[src/rtl/mux_rr_sched.sv]
// rtl/mux_rr_sched.sv - round-robin arbitrated 8:1 mux with hold limit
// Owners are granted in PTR-relative order; every grant ends with one RELEASE cycle.
module mux_rr_sched #(
  parameter int HOLD_MAX = 8
) (
  input  logic       clk,
  input  logic       rst_n,
  input  logic [7:0] REQ,
  input  logic       DONE,
  input  logic [7:0] D,
  output logic [2:0] S,
  output logic [7:0] GNT,
  output logic       Y,
  output logic       VALID,
  output logic       BUSY,
  output logic       TOUT
);

  typedef enum logic [1:0] {
    ST_IDLE    = 2'd0,
    ST_GRANT   = 2'd1,
    ST_RELEASE = 2'd2
  } state_t;

  localparam logic [4:0] CNT_LAST = 5'(HOLD_MAX - 1);

  state_t     state_q, state_d;
  logic [2:0] ptr_q, ptr_d;
  logic [4:0] cnt_q, cnt_d;
  logic [2:0] s_q, s_d;
  logic [7:0] gnt_q, gnt_d;
  logic       y_q, y_d;
  logic       valid_q, valid_d;
  logic       tout_q, tout_d;

  logic       arb_found;
  logic [2:0] arb_idx;
  logic [2:0] arb_cand;
  logic       hold_expired;
  logic       release_c;

  // First requester at or after PTR, wrapping modulo 8.
  always_comb begin
    arb_found = 1'b0;
    arb_idx   = ptr_q;
    arb_cand  = ptr_q;
    for (int k = 0; k < 8; k++) begin
      arb_cand = ptr_q + 3'(k);
      if (!arb_found && REQ[arb_cand]) begin
        arb_found = 1'b1;
        arb_idx   = arb_cand;
      end
    end
  end

  assign hold_expired = (cnt_q == CNT_LAST);
  assign release_c    = DONE | ~REQ[s_q] | hold_expired;

  always_comb begin
    state_d = state_q;
    ptr_d   = ptr_q;
    cnt_d   = cnt_q;
    s_d     = s_q;
    gnt_d   = gnt_q;
    y_d     = y_q;
    valid_d = valid_q;
    tout_d  = 1'b0;
    case (state_q)
      ST_IDLE, ST_RELEASE: begin
        if (arb_found) begin
          state_d = ST_GRANT;
          gnt_d   = 8'(1) << arb_idx;
          s_d     = arb_idx;
          cnt_d   = '0;
        end else begin
          state_d = ST_IDLE;
          gnt_d   = '0;
        end
      end
      ST_GRANT: begin
        if (release_c) begin
          state_d = ST_RELEASE;
          gnt_d   = '0;
          valid_d = 1'b0;
          ptr_d   = s_q + 3'd1;
          // Timeout only when the hold limit is the sole cause.
          tout_d  = hold_expired & ~DONE & REQ[s_q];
        end else begin
          y_d     = D[s_q];
          valid_d = 1'b1;
          cnt_d   = cnt_q + 5'd1;
        end
      end
      default: state_d = ST_IDLE;
    endcase
  end

  always_ff @(posedge clk or negedge rst_n) begin
    if (!rst_n) begin
      state_q <= ST_IDLE;
      ptr_q   <= '0;
      cnt_q   <= '0;
      s_q     <= '0;
      gnt_q   <= '0;
      y_q     <= 1'b0;
      valid_q <= 1'b0;
      tout_q  <= 1'b0;
    end else begin
      state_q <= state_d;
      ptr_q   <= ptr_d;
      cnt_q   <= cnt_d;
      s_q     <= s_d;
      gnt_q   <= gnt_d;
      y_q     <= y_d;
      valid_q <= valid_d;
      tout_q  <= tout_d;
    end
  end

  assign S     = s_q;
  assign GNT   = gnt_q;
  assign Y     = y_q;
  assign VALID = valid_q;
  assign BUSY  = (state_q == ST_GRANT);
  assign TOUT  = tout_q;

endmodule
[config.mk]
export PLATFORM = sky130hd
export DESIGN_NAME = mux_rr_sched
export DESIGN_NICKNAME = d
export VERILOG_FILES = /design/src/rtl/mux_rr_sched.sv
export SDC_FILE = /design/constraint.sdc
export NUM_CORES = 1
export LEC_CHECK = 0
export BUFFER_PORTS_ARGS = -buffer_cell sky130_fd_sc_hd__buf_2
export CAP_MARGIN = 20
export CORE_MARGIN = 2
export CORE_UTILIZATION = 40
export CTS_CLUSTER_DIAMETER = 60
export CTS_CLUSTER_SIZE = 28
export DETAILED_ROUTE_END_ITERATION = 10
export PLACE_DENSITY = 0.61
export SLEW_MARGIN = 20
export SYNTH_ARGS = -nofsm -noshare
export SYNTH_HDL_FRONTEND = slang
export SYNTH_SLANG_ARGS = --single-unit
[constraint.sdc]
create_clock -name clk -period 6.67 [get_ports clk]
set_input_delay 0.667 -clock clk [delete_from_list [all_inputs] [get_ports clk]]
set_output_delay 0.667 -clock clk [all_outputs]
set_load 0.005 [all_outputs]
======== After elaboration in Yosys (flattened, before gate mapping) ========
Cells that the tools add are included.
cells by class
  $add $sub $neg .......................... 9
  magnitude comparators ................... 9
  equality and inequality tests ........... 6
  shift operators ......................... 1
  mux-type cells .......................... 47
  bitwise operators ....................... 7
  reductions and logical operators ........ 22
operators by type and width
  operator               count
  $lt A3 B4 Y1 const B   9
  $bmux W1 S3            10
  $mux W1                22
  $mux W3                7
  $mux W8                2
  $pmux W8 S2            1
  $add A3 B3 Y3 const B  4
  $mux W5                2
  $pmux W5 S2            1
  $reduce_and A2 Y1      4
  $shl A1 B3 Y8 const A  1
  $logic_and A1 B1 Y1    7
  $logic_not A1 Y1       7
  $add A3 B1 Y3 const B  2
  $add A3 B2 Y3 const B  2
  $add A5 B1 Y5 const B  1
  $eq A5 B3 Y1 const B   1
  $ne A2 B2 Y1 const B   2
  $pmux W2 S2            1
  $not A1 Y1             3
  $reduce_and A3 Y1      1
  $and A1 B1 Y1          2
  $eq A2 B1 Y1 const B   1
  $eq A2 B2 Y1 const B   1
  6 further kinds        7
storage, ports and cells
  flip-flop bits (word level) ............. 24
  input port bits ......................... 19
  word-level logic and storage cells ...... 109

======== Logic depth before layout (Yosys ltp) ========
  word-level depth ........................ 27
  gate-level depth with buffers ........... 10
  depth with buffers taken out ............ 9

======== Least setup slack after synthesis ========
Ideal clock, no wire load.
  path kind ............................... reg2reg
  start ................................... register ptr_q[0]
  end ..................................... register s_q[0] (netlist: S[0])
  arrival ................................. 3.229 ns
  required time ........................... 6.545 ns
  path slack .............................. 3.316 ns
  cell stages (with the launch flop) ...... 11
  buffers on the path ..................... 1
  cell sequence ........................... dfrtp_1 -> buf_6 -> inv_1 -> ha_1 -> mux4_2 -> nor2b_1 -> mux4_2 -> a311o_1 -> a311o_4 -> xnor2_4 -> mux2_2
between the ends
  word-level cells in the longest chain between the ends .. 25
  elaborated cells on any way between the ends .. 53
  classes of those cells .................. 7 x add/sub; 31 x mux; 15 x reduce/logical
ends and longest elaborated chain
  item                                                                    line  source
  start: declaration                                                      28    logic [2:0] ptr_q, ptr_d;
  start signal: assignment                                                110   ptr_q <= ptr_d;
  parallel branches: the longest is 25 deep, another holds $add A3 B1 Y3  --
  end signal: assignment                                                  103   s_q <= '0;
  end signal: assignment                                                  112   s_q <= s_d;
  end: declaration                                                        30    logic [2:0] s_q, s_d;
Parallel ways; which one is timed is not known. The select of a mux whose other input is x is not followed.
A chain may end at the register's enable or synchronous reset.

======== Worst setup path in the final report ========
Ends and elaborated chain as after synthesis.

==> results.md <==
- Skew final: roughly 5.8 ps
- Clock Latency Late Sink: 260 ps
- # rows: 25
- Fin Setup TNS: 0 ps
- Post-CTS Hold Fix Bufs: 0
- Die area: approximately 5600 µm²
- Synth warn: 0
- Syn_area_per_cell: 10.7 µm²
- Core Area: 4790 µm²
- Post-CTS Repair Setup Buffers: 0
- Seq cells post-synth: 24
- Vias in the first global route: 1527
- Max clock buf depth: 2
- Syn Nets: 210
- Synth unique cells: 46
- Worst path most repeated cell: mux4_2
- Hold WC Path Type: in -> async
- Min cycle time layout: 4130 ps
- Internal reg-to-reg setup slack: 2540 ps
- Crit. End Element: register
- Syn Inst Count: 187
- Max-slew violation count: 0
- Sequential element share of the synthesized area: 29.9%
- CTS tree: done
- Setup CP Type: reg -> reg
- Max stage delay on crit path: about 830 ps
- Vias: 1650
- Dpl hpwl: 3.53 mm
- CP Launch Type: register
- Power density over the cells: between 600 and 700 nW/µm²
- Relative slew slack: 50.5%
- # diodes: 0
- Largest net degree at the start of global routing: 25
- Commonest non-fill, non-tap cell in the layout: buf_2
- GRT overflow: 0
- First-pass GRT wire length: 7.52 mm
- Commonest non-fill, non-tap cells in the layout: buf_2, dfrtp_1, nand2_1, mux4_2, nor2_1
- Residual DRC count: 0
- Unrepaired setup endpoints after global routing: false
- Fin nets: 240
- Die Ht: approximately 75 µm
- Crit-path slowest cell: dfrtp_1
- Crit path max fanout: 14
- DR WL/cell: 15.9 µm
- Power, Total: between 1 and 1.5 mW
- Final period utilization: 62.0%
- Via density: 5.83
- CTS H-Tree Depth: 1
- Total CTS buffers: 3
- Mapped Area: 2010 µm²
- VDD IR max: 311 µV
- Root Buffer: clkbuf_8
- Worst EP required: 6820 ps
- IO Port Bufs: 33
- I/O Pins: 34
- Final Hold Viols: 0
- FFs w/ async S/R, synth: 100%
- Worst-path cell chain: inv_1, ha_1, mux4_2, nor2b_1, mux4_2, a311o_1, a311o_4, xnor2_4, mux2_2
- Status: complete, no violations
- Number of synthesized flops with an enable pin: 0
- DIE WIDTH: around 75 µm
- 1st-iter DRT viols: between 70 and 80
- Final setup vio count: 0
- Synth Flop Type: dfrtp_1
- Post_cts resized: 0
- Max-cap violations: 0
- Final wirelength: 4.51 mm
- Area grow syn2layout: 13.9%
- Drt first pass iters: 4
- Fmax: 0.242 GHz
- Worst Path Arrival: ~4300 ps
- Final weighted congestion in routability-driven placement: 0.878
- Initial Utilization: around two fifths
- Worst-path clk slew: 90 ps
- Fill cells: 462
- Share of cells above drive strength 1: about 31%
- Worst-Margin Slew: 743 ps
- GRT Overall Usage: 17.5%
- Total clock sinks: 24
- Initial antenna violation count: 0
- Final ANT Viol Nets: 0
- Pleak: 0.988 nW
report_power, final:
group          total (mW)  internal [mW]  leakage, nW  switching, mW
clock               0.125         0.0802       0.0357         0.0453
combinational        1.01          0.487        0.640          0.518
sequential          0.284          0.189        0.312         0.0950
total                1.42          0.757        0.988          0.659
stage by stage:
step | instance area (µm²) | util (%) | hold WS, ps | instances | worst slack [ps]
6_report | 2290 | 47.8 | 370 | 283 | 2540
5_1_grt | 2290 | 47.8 | 409 | 283 | 2300
4_1_cts | 2290 | 47.8 | 390 | 283 | 2510
3_5_place_dp | 2220 | 46.4 | 478 | 279 | 2510
3_3_place_gp | 2220 | 46.4 | 478 | 279 | 2560
2_1_floorplan | 2010 | - | 371 | 187 | 3320
sequential cells by signal, indices dropped and copies added, names as in the netlist:
name and cells:
GNT 8, VALID 1, cnt_q 5, S 3, TOUT 1, ptr_q 3, Y 1, state_q 2
path summary, 6_finish.rpt:
kind,end,depth (start not counted),startpoint
max,S[0],9,ptr_q[0]
min,cnt_q[0],1,rst_n
max reg2reg,S[0],9,ptr_q[0]
min reg2reg,GNT[2],1,GNT[2]
max in group asynchronous,ptr_q[1],1,rst_n
min in group clk,GNT[2],1,GNT[2]
synthesized netlist by cell type (all sizes together), types with 3 or more instances:
| cell type | number | area, µm² |
|---|---|---|
| o21ai | 6 | 30.0 |
| dfrtp | 24 | 601 |
| clkbuf | 5 | 18.8 |
| ha | 4 | 50.1 |
| inv | 5 | 18.8 |
| mux2 | 5 | 56.3 |
| nor2b | 9 | 56.3 |
| nand2 | 18 | 67.6 |
| mux2i | 11 | 114 |
| a21oi | 6 | 33.8 |
| a211oi | 3 | 22.5 |
| xnor2 | 6 | 90.1 |
| and3 | 3 | 23.8 |
| buf | 3 | 21.3 |
| xor2 | 5 | 43.8 |
| a32o | 9 | 92.6 |
| and2 | 3 | 18.8 |
| nor3 | 4 | 20.0 |
| nor2 | 16 | 60.1 |
| nand3 | 4 | 20.0 |
| mux4 | 16 | 360 |
layout make-up:
type	count	area, µm²	share of cell area, %
clock inverters	1	30.0	1.31
inverters	5	18.8	0.820
clock buffers	3	41.3	1.80
well taps	67	83.8	3.66
flip-flops and latches	24	601	26.2
repair buffers	33	165	7.21
multi-input cells	150	1350	59.0
routing by layer:
metal  routed length, µm  GRT usage (%)  vias to the layer above  part of all wire, %
li1                    -              -                      777                    -
met3                 220           2.14                        4                  4.9
met5                   0              0                        -                    0
met1                2090           25.9                      826                   46
met2                2150           27.2                       43                   48
met4                  46           4.96                        0                  1.0
worst max-delay path, delay by kind of cell, from the launching register on:
family / cells / cell delay, ps
fa+ha+maj: 1 / 660
buf+inv: 1 / 270
xor+xnor: 1 / 160
simple gates: 1 / 180
flops: 1 / 830
mux: 3 / 1170
compound gates: 2 / 750
logic make-up after synthesis:
kind of cell	synth area share (%)
xor+xnor	6.66
simple gates	14.9
fa+ha+maj	2.49
flops	29.9
mux	26.4
compound gates	16.8
buf+inv	2.93
No activity file was read; power rests on OpenSTA's default activity.
